**config.mk**
```make
export PLATFORM = sky130hd
export DESIGN_NAME = dmem_port
export DESIGN_NICKNAME = d
export VERILOG_FILES = /design/src/rtl/dmem_port.sv
export SDC_FILE = /design/constraint.sdc
export NUM_CORES = 1
export LEC_CHECK = 0
export CAP_MARGIN = 20
export CORE_ASPECT_RATIO = 1.4
export CORE_MARGIN = 4
export CORE_UTILIZATION = 30
export CTS_CLUSTER_SIZE = 30
export DETAILED_ROUTE_END_ITERATION = 16
export PLACE_DENSITY = 0.65
export SKIP_LAST_GASP = 1
export SYNTH_ARGS = -nofsm -noshare
export SYNTH_HDL_FRONTEND = slang
export SYNTH_SLANG_ARGS = --single-unit
```
**constraint.sdc**
```tcl
create_clock -name CLK -period 2.8 [get_ports CLK]
set_clock_uncertainty 0.2 [all_clocks]
set_input_delay 0.7 -clock CLK [delete_from_list [all_inputs] [get_ports CLK]]
set_output_delay 0.7 -clock CLK [all_outputs]
set_load 0.01 [all_outputs]
```
**src/rtl/dmem_port.sv**
```systemverilog
// dmem_port: data-memory responder for the RV32I pipeline.
// Runs one load and/or store per request on a single-outstanding bus.
//
// Ports
//   CLK, RST_N (async, active-low), FLUSH
//   REQ_*      : ALU-stage request (load addr/strb, store addr/strb/data)
//   STALL      : holds the pipeline (combinational in the accept cycle)
//   LOAD_*     : lane-aligned load result, one-cycle LOAD_VALID in DONE
//   ERR        : one-cycle pulse on misalignment or watchdog expiry
//   MEM_*      : registered valid/ready request bus plus response inputs
//
// Optional feature: define DMEM_TIMEOUT_EN to add the response watchdog
// (TIMEOUT cycles spent waiting for MEM_RESP_VALID).
module dmem_port #(
    parameter int TIMEOUT = 255
) (
    input  logic        CLK,
    input  logic        RST_N,
    input  logic        FLUSH,
    input  logic        REQ_VALID,
    input  logic [31:0] REQ_LOAD_ADDR,
    input  logic [3:0]  REQ_LOAD_STRB,
    input  logic [31:0] REQ_STORE_ADDR,
    input  logic [3:0]  REQ_STORE_STRB,
    input  logic [31:0] REQ_STORE_DATA,
    output logic        STALL,
    output logic        LOAD_VALID,
    output logic [31:0] LOAD_DATA,
    output logic [3:0]  LOAD_STRB,
    output logic        ERR,
    output logic        MEM_REQ_VALID,
    input  logic        MEM_REQ_READY,
    output logic        MEM_WE,
    output logic [31:0] MEM_ADDR,
    output logic [3:0]  MEM_WSTRB,
    output logic [31:0] MEM_WDATA,
    input  logic        MEM_RESP_VALID,
    input  logic [31:0] MEM_RDATA
);

    typedef enum logic [2:0] {
        IDLE, ST_REQ, ST_RESP, LD_REQ, LD_RESP, DONE
    } state_t;

    state_t      state, state_nxt;
    logic [31:0] ld_addr;
    logic        flushed;
    logic        busy, accept, bad, drop;
    logic        err_nxt, lv_nxt;
    logic        in_resp, wait_expired;
    logic [31:0] ld_src;

    // Shifted mask must stay inside the word; halves also need addr[0]=0.
    function automatic logic misalign(input logic [3:0] s,
                                      input logic [1:0] off);
        logic [7:0] sh;
        sh = {4'b0000, s} << off;
        return (sh[7:4] != 4'b0000) || (s == 4'b0011 && off[0]);
    endfunction

    function automatic logic [31:0] lane_mask(input logic [3:0] s);
        return {{8{s[3]}}, {8{s[2]}}, {8{s[1]}}, {8{s[0]}}};
    endfunction

    assign busy    = (state != IDLE) && (state != DONE);
    assign accept  = (state == IDLE) && REQ_VALID && !FLUSH &&
                     ((|REQ_LOAD_STRB) || (|REQ_STORE_STRB));
    assign bad     = misalign(REQ_STORE_STRB, REQ_STORE_ADDR[1:0]) ||
                     misalign(REQ_LOAD_STRB, REQ_LOAD_ADDR[1:0]);
    assign drop    = flushed || FLUSH;
    assign STALL   = accept || busy;
    assign in_resp = (state == ST_RESP) || (state == LD_RESP);
    // A load entered straight from IDLE still reads the live request.
    assign ld_src  = (state == IDLE) ? REQ_LOAD_ADDR : ld_addr;

`ifdef DMEM_TIMEOUT_EN
    localparam int CW_RAW = $clog2(TIMEOUT + 1);
    localparam int CW     = (CW_RAW < 8) ? 8 : CW_RAW;

    logic [CW-1:0] wait_cnt;

    always_ff @(posedge CLK or negedge RST_N) begin
        if (!RST_N) begin
            wait_cnt <= '0;
        end else if (in_resp) begin
            wait_cnt <= wait_cnt + CW'(1);
        end else begin
            wait_cnt <= '0;
        end
    end

    assign wait_expired = in_resp && (wait_cnt == CW'(TIMEOUT - 1));
`else
    localparam int unused_timeout = TIMEOUT;
    assign wait_expired = 1'b0;
`endif

    always_comb begin
        state_nxt = state;
        err_nxt   = 1'b0;
        lv_nxt    = 1'b0;
        unique case (state)
            IDLE: begin
                if (accept) begin
                    if (bad) begin
                        state_nxt = DONE;
                        err_nxt   = 1'b1;
                    end else if (|REQ_STORE_STRB) begin
                        state_nxt = ST_REQ;
                    end else begin
                        state_nxt = LD_REQ;
                    end
                end
            end
            ST_REQ: begin
                if (MEM_REQ_READY) state_nxt = ST_RESP;
            end
            ST_RESP: begin
                if (MEM_RESP_VALID) begin
                    state_nxt = ((|LOAD_STRB) && !drop) ? LD_REQ : DONE;
                end else if (wait_expired) begin
                    state_nxt = DONE;
                    err_nxt   = 1'b1;
                end
            end
            LD_REQ: begin
                if (MEM_REQ_READY) state_nxt = LD_RESP;
            end
            LD_RESP: begin
                if (MEM_RESP_VALID) begin
                    state_nxt = DONE;
                    lv_nxt    = !drop;
                end else if (wait_expired) begin
                    state_nxt = DONE;
                    err_nxt   = 1'b1;
                end
            end
            DONE:    state_nxt = IDLE;
            default: state_nxt = IDLE;
        endcase
    end

    always_ff @(posedge CLK or negedge RST_N) begin
        if (!RST_N) begin
            state         <= IDLE;
            ld_addr       <= '0;
            flushed       <= 1'b0;
            LOAD_VALID    <= 1'b0;
            LOAD_DATA     <= '0;
            LOAD_STRB     <= '0;
            ERR           <= 1'b0;
            MEM_REQ_VALID <= 1'b0;
            MEM_WE        <= 1'b0;
            MEM_ADDR      <= '0;
            MEM_WSTRB     <= '0;
            MEM_WDATA     <= '0;
        end else begin
            state         <= state_nxt;
            ERR           <= err_nxt;
            LOAD_VALID    <= lv_nxt;
            MEM_REQ_VALID <= (state_nxt == ST_REQ) ||
                             (state_nxt == LD_REQ);
            if (accept) begin
                ld_addr   <= REQ_LOAD_ADDR;
                LOAD_STRB <= REQ_LOAD_STRB;
                flushed   <= 1'b0;
            end else if (busy && FLUSH) begin
                flushed   <= 1'b1;
            end
            if (state == LD_RESP && MEM_RESP_VALID) begin
                LOAD_DATA <= (MEM_RDATA >> {ld_addr[1:0], 3'b000}) &
                             lane_mask(LOAD_STRB);
            end
            // Bus fields load once on entry and stay put while waiting.
            if (state_nxt == ST_REQ && state != ST_REQ) begin
                MEM_WE    <= 1'b1;
                MEM_ADDR  <= {REQ_STORE_ADDR[31:2], 2'b00};
                MEM_WSTRB <= REQ_STORE_STRB << REQ_STORE_ADDR[1:0];
                MEM_WDATA <= REQ_STORE_DATA <<
                             {REQ_STORE_ADDR[1:0], 3'b000};
            end else if (state_nxt == LD_REQ && state != LD_REQ) begin
                MEM_WE    <= 1'b0;
                MEM_ADDR  <= {ld_src[31:2], 2'b00};
                MEM_WSTRB <= 4'b0000;
                MEM_WDATA <= '0;
            end
        end
    end

endmodule

```
# [Word-level counts from Yosys, hierarchy flattened]
# Index checks and enable logic that the tools add are counted.
[classes] n_reduce_logical=29 n_bitwise=1 shifts=5 muxes=25 n_eq_ne=11
[op_table] op="$mux 32" n=5
[op_table] op="$and 32x32->32" n=1
[op_table] op="$shl 32x5->32" n=1
[op_table] op="$shr 32x5->32" n=1
[op_table] op="$mux 3" n=7
[op_table] op="$shl 4x2->8" n=2
[op_table] op="$pmux 3 s5" n=1
[op_table] op="$reduce_or 4->1" n=3
[op_table] op="$logic_and 1x1->1" n=11
[op_table] op="$eq 3x2->1 const B" n=3
[op_table] op="$mux 1" n=9
[op_table] op="$eq 4x2->1 const B" n=2
[op_table] op="$mux 4" n=2
[op_table] op="$reduce_bool 4->1" n=2
[op_table] op="$logic_or 1x1->1" n=7
[op_table] op="$eq 3x1->1 const B" n=2
[op_table] op="$reduce_bool 2->1" n=2
[op_table] op="$shl 4x2->4" n=1
[op_table] op="$eq 3x3->1 const B" n=1
[op_table] op="$logic_not 3->1" n=1
[op_table] op="$ne 3x1->1 const B" n=1
[op_table] op="$ne 3x2->1 const B" n=1
[op_table] op="$ne 3x3->1 const B" n=1
[op_table] op="$reduce_bool 3->1" n=1
[op_table] op="other kinds (2)" n=3
[word_totals] word_cells=83 output_inout_bits=109 ff_bits=144

# [Longest topological paths before layout]
[depth] ltp_word=11 mapped_depth=11 ltp_nobuf=6

# [Least setup slack after synthesis]
# No wires, ideal clock.
[synth_path] kind="input port to flip-flop" start="in REQ_STORE_STRB[0]" end="reg MEM_ADDR[28]" required_ns=2.475 cell_stages=7 arrival_ns=2.670 slack_ns=-0.195 cell_sequence="nor4_1 -> nor4b_1 -> a31oi_1 -> o21ai_1 -> buf_2 -> mux2_2 -> mux2_2"
[synth_via] elab_chain_cells=10 word_cells_on_any_way=19
[synth_rtl] element="start, declared" line="24" rtl="input logic [3:0] REQ_STORE_STRB,"
[synth_rtl] element="$shl 4x2->8 / $eq 4x2->1 (equally long branches)" line="57, 58"
[synth_rtl] element="$reduce_bool 4->1 / $logic_and 1x1->1 (equally long branches)" line="58" rtl="return (sh[7:4] != 4'b0000) || (s == 4'b0011 && off[0]);"
[synth_rtl] element="$logic_or 1x1->1" line="58"
[synth_rtl] element="$logic_or 1x1->1" line="68" rtl="assign bad = misalign(REQ_STORE_STRB, REQ_STORE_ADDR[1:0]) ||"
[synth_rtl] element="$mux 3" line="105" rtl="if (bad) begin"
[synth_rtl] element="$mux 3 *" line="104" rtl="if (accept) begin"
[synth_rtl] element="$pmux 3 s5 *" line="102" rtl="unique case (state)"
[synth_rtl] element="$eq 3x1->1 / $eq 3x2->1 (equally long branches)" line="175, 181"
[synth_rtl] element="$logic_and 1x1->1 (on tied branches)" line="175, 181"
[synth_rtl] element="$mux 32 / $reduce_bool 2->1 (equally long branches)"
[synth_rtl] element="end signal, assigned" line="177" rtl="MEM_ADDR <= {REQ_STORE_ADDR[31:2], 2'b00};"
[synth_rtl] element="end signal, assigned" line="183" rtl="MEM_ADDR <= {ld_src[31:2], 2'b00};"
[synth_rtl] element="end, declared" line="34" rtl="output logic [31:0] MEM_ADDR,"
# Every way passes the cells marked *; elsewhere a longest branch is shown, timed or not.
# A chain may end at the register's enable or synchronous reset.

# [Worst setup path in the final report]
[layout_path] start="in REQ_LOAD_STRB[2]" end="out STALL"
[layout_via] elab_chain_cells=4
[layout_rtl] element="start, declared" line="22" rtl="input logic [3:0] REQ_LOAD_STRB,"
[layout_rtl] element="$reduce_or 4->1" line="67" rtl="((|REQ_LOAD_STRB) || (|REQ_STORE_STRB));"
[layout_rtl] element="$logic_or 1x1->1" line="67"
[layout_rtl] element="$logic_and 1x1->1" line="66" rtl="assign accept = (state == IDLE) && REQ_VALID && !FLUSH &&"
[layout_rtl] element="$logic_or 1x1->1" line="71" rtl="assign STALL = accept || busy;"
[layout_rtl] element="end, declared" line="26" rtl="output logic STALL,"
# No other way between the ends.

==> tab_implementation.tex <==
\begin{tabular}{lr}
\hline
Metric & Value \\
\hline
\multicolumn{2}{l}{\textbf{Setup path}} \\
Required time of the worst setup path & 1.90 ns \\
Reg2Reg Capture Point & MEM\_ADDR[24]\$\_DFFE\_PN0P\_ \\
Crit path DAT & 1.85 ns \\
Critical register-to-register path startpoint & state[2]\$\_DFF\_PN0\_ \\
CP Launch Type & input port \\
Crit path max fanout & 2 \\
Endpoint class of the critical path & output pin \\
Worst Setup Path Type & input port to output pin \\
R2r setup slk & 0.13 ns \\
Length in cells of the worst reg-to-reg path & 9 \\
\multicolumn{2}{l}{\textbf{Route}} \\
Final routed wirelength across all metal layers & 22500 um \\
DRC violation total after the first TritonRoute iteration & 238 \\
Vias per inst & 4.84 \\
Detail-routed net length per standard cell & 19.1 um \\
Detailed-route DRC error count & 0 \\
DRT Pass-1 Iters & 4 \\
Antenna-violating nets left & 0 \\
Count of vias placed by the detailed router & 5708 \\
\multicolumn{2}{l}{\textbf{Pwr}} \\
Power Dens Cells & 1060 mW/mm\^{}2 \\
Standby leakage power & 4.70 nW \\
Peak supply drop & 0.000576 V \\
\multicolumn{2}{l}{\textbf{CTS}} \\
Maximum number of buffers from clock root to sink & 2 \\
CTS clk-pin slew, worst paths & 0.06 ns \\
Later-pin clock latency in the skew report & 0.43 ns \\
Root cell of the clock tree & clkbuf\_16 \\
Clock tree sinks & 142 \\
CTS tree & built \\
TritonCTS Buffers & 17 \\
CTS HTree Levels & 4 \\
\multicolumn{2}{l}{\textbf{Outcome}} \\
Status & finished, final reports clean \\
\multicolumn{2}{l}{\textbf{Die}} \\
Number of I/O pins & 251 \\
Die height & 189 um \\
Core footprint & 0.0228 mm\^{}2 \\
Horizontal die dimension & 137 um \\
Starting Density & 30.8\% \\
DIE AREA & 0.0259 mm\^{}2 \\
Number of placement rows & 65 \\
\multicolumn{2}{l}{\textbf{Timing}} \\
Final critical delay including setup and external delays & 2.75 ns \\
Tcrit/Tclk final & 98.2\% \\
Endpoints failing setup & 0 \\
Slew Viols, Final & 0 \\
Worst slew pin tran & 0.808 ns \\
Hold Vio Cnt, Final & 0 \\
Unrepaired setup endpoints after global routing & false \\
Relative slew slack & 46.0\% \\
Maximum clock frequency & 364 MHz \\
Setup ws final & 0.0508 ns \\
\multicolumn{2}{l}{\textbf{Synthesis}} \\
Fraction of registers with async set or reset after synthesis & 100\% \\
Share of Yosys cell area claimed by the top area cell type & 50.7\% \\
Distinct cells, synth & 45 \\
Average size of a mapped cell & 12.0 um\^{}2 \\
Syn Inst Count & 586 \\
Proportion of synthesized chip area in sequential cells & 50.7\% \\
Top post-synthesis cells by area & dfrtp\_1 51\%, mux2\_2 23\%, a22o\_1 5.5\% \\
Top\_reg\_cell synth & dfrtp\_1 \\
Yosys warning count & 0 \\
Number of synthesized flops with an enable pin & 0 \\
Flop and latch count out of synthesis & 142 \\
Top post-synthesis cells by count & 142 x dfrtp\_1, 142 x mux2\_2, 55 x nand2\_1, 47 x o21ai\_0, 44 x a22o\_1 \\
Synth Cell Area & 0.00701 mm\^{}2 \\
Largest area contributor in the netlist & dfrtp\_1 \\
\multicolumn{2}{l}{\textbf{Global route}} \\
Number of global-route vias before repair & 6046 \\
Total congestion overflow after global routing & 0 \\
Aggregate global-route resource usage & 17.6\% \\
Initial antenna violation count & 3 \\
Maximum number of pins on one net before global-route repair & 60 \\
First-pass GRT wire length & 34700 um \\
\multicolumn{2}{l}{\textbf{Hold path}} \\
End point of the worst hold path & LOAD\_VALID\$\_DFF\_PN0\_ \\
Path category of the worst min-delay check & flip-flop to flip-flop \\
Hold path cells & 1 \\
Worst hold start & flushed\$\_DFFE\_PN0P\_ \\
\multicolumn{2}{l}{\textbf{Placement}} \\
Dpl hpwl & 16500 um \\
Count of input and output buffers & 248 \\
Post-Place Cells & 1139 \\
Gpl congestion & 0.811 \\
Post-Place Setup Slack & -0.730 ns \\
\multicolumn{2}{l}{\textbf{Cells and area}} \\
Number of non-filler instances in the completed layout & 1180 \\
Proportion of layout cells with a drive suffix above 1 & 29.2\% \\
Synthesis-to-layout area growth & 56.4\% \\
NumNets Final & 1006 \\
\multicolumn{2}{l}{\textbf{Job}} \\
Total of max-cap violations & 0 \\
\hline
\end{tabular}
==> placed cells by master, fill, tap and decap left out, types with 3 or more instances in the layout <==
cell type,n
mux2i_1,36
clkinv_4,4
buf_12,8
inv_1,3
dlymetal6s2s_1,4
clkbuf_16,17
inv_8,3
o21ai_0,45
nand2_1,55
buf_2,5
bufinv_16,3
inv_6,4
clkdlybuf4s50_1,233
nor2_1,12
buf_4,40
mux2_2,142
o211ai_1,8
a21oi_1,8
a22o_1,44
dfrtp_1,142
nor2b_1,3
buf_6,7
==> area by class of cell <==
class	count	area [um^2]
fill	2071	11800
sequential	142	3550
multi-input combinational	396	3350
timing repair buffer	304	3040
clock buffer	17	425
tap	301	377
clock inverter	15	201
inverter	3	11.3
antenna	2	5.00
==> routing by layer <==
metal	track usage, %	share of wire [%]	up-vias
met4	6.34	2.3	2
met5	0	0.089	-
li1	-	-	2690
met1	20.1	38	2816
met2	31.0	54	170
met3	4.75	5.4	30
==> critical path, cell delays in order <==
cell,delay (ns)
dlygate4sd2_1,0.27
nor4_4,0.14
buf_4,0.17
a211oi_4,0.06
or3_1,0.36
buf_6,0.14
==> through the flow <==
step	hold slack, ns	total power [W]	area [um^2]	TNS, ns	util (%)
after global placement	0.245	0.00902	10200	-50.51	44.7
after floorplan	0.204	0.00652	7070	-1.68	-
after global routing	0.280	0.0124	11000	0	48.1
final	0.256	0.0116	11000	0	48.1
after detailed placement	0.252	0.00911	10200	-53.98	44.7
after CTS	0.261	0.0117	10900	-0.0111	48.0
==> report_power, final <==
| group | internal [W] | total [W] | switching [W] |
|---|---|---|---|
| clock | 0.00144 | 0.00245 | 0.00101 |
| sequential | 0.00297 | 0.00353 | 0.000553 |
| combinational | 0.00338 | 0.00564 | 0.00225 |
| total | 0.00779 | 0.0116 | 0.00382 |
==> kinds of logic after synthesis <==
group | share of synthesized area [%]
AND/OR/NAND/NOR | 6.23
buffers and inverters | 2.91
other | 0.0535
flip-flops | 50.7
multiplexers | 28.0
AO/OA/AOI/OAI | 11.8
XOR/XNOR | 0.375
==> worst max path at each step <==
stage	end	cells after the start	slack [ns]	startpoint
after floorplan	MEM_WDATA[13]$_DFFE_PN0P_	10	-0.03	REQ_STORE_ADDR[0]
after global placement	STALL	6	-0.69	REQ_STORE_STRB[0]
after detailed placement	MEM_WDATA[10]$_DFFE_PN0P_	10	-0.73	REQ_LOAD_STRB[3]
after CTS	STALL	6	-0.01	REQ_STORE_STRB[2]
after global routing	STALL	6	0.01	REQ_STORE_STRB[3]
final	STALL	6	0.05	REQ_LOAD_STRB[2]
==> flip-flops by register name, indices dropped and copies added (netlist names) <==
register / count
LOAD_DATA: 32
MEM_WDATA: 32
ld_addr: 32
MEM_ADDR: 30
LOAD_STRB: 4
MEM_WSTRB: 4
state: 3
ERR: 1
LOAD_VALID: 1
MEM_REQ_VALID: 1
MEM_WE: 1
flushed: 1
==> repair_timing <==
item                                    CTS  global route
hold endpoints to repair                 13             0
hold buffers                              1             0
pin swaps                                 3             6
gates cloned                              2             0
buffers inserted                          3             1
resized for setup                        40            13
endpoints found under the setup margin   68            67
Note: power is estimated with default switching activity, not from simulation.
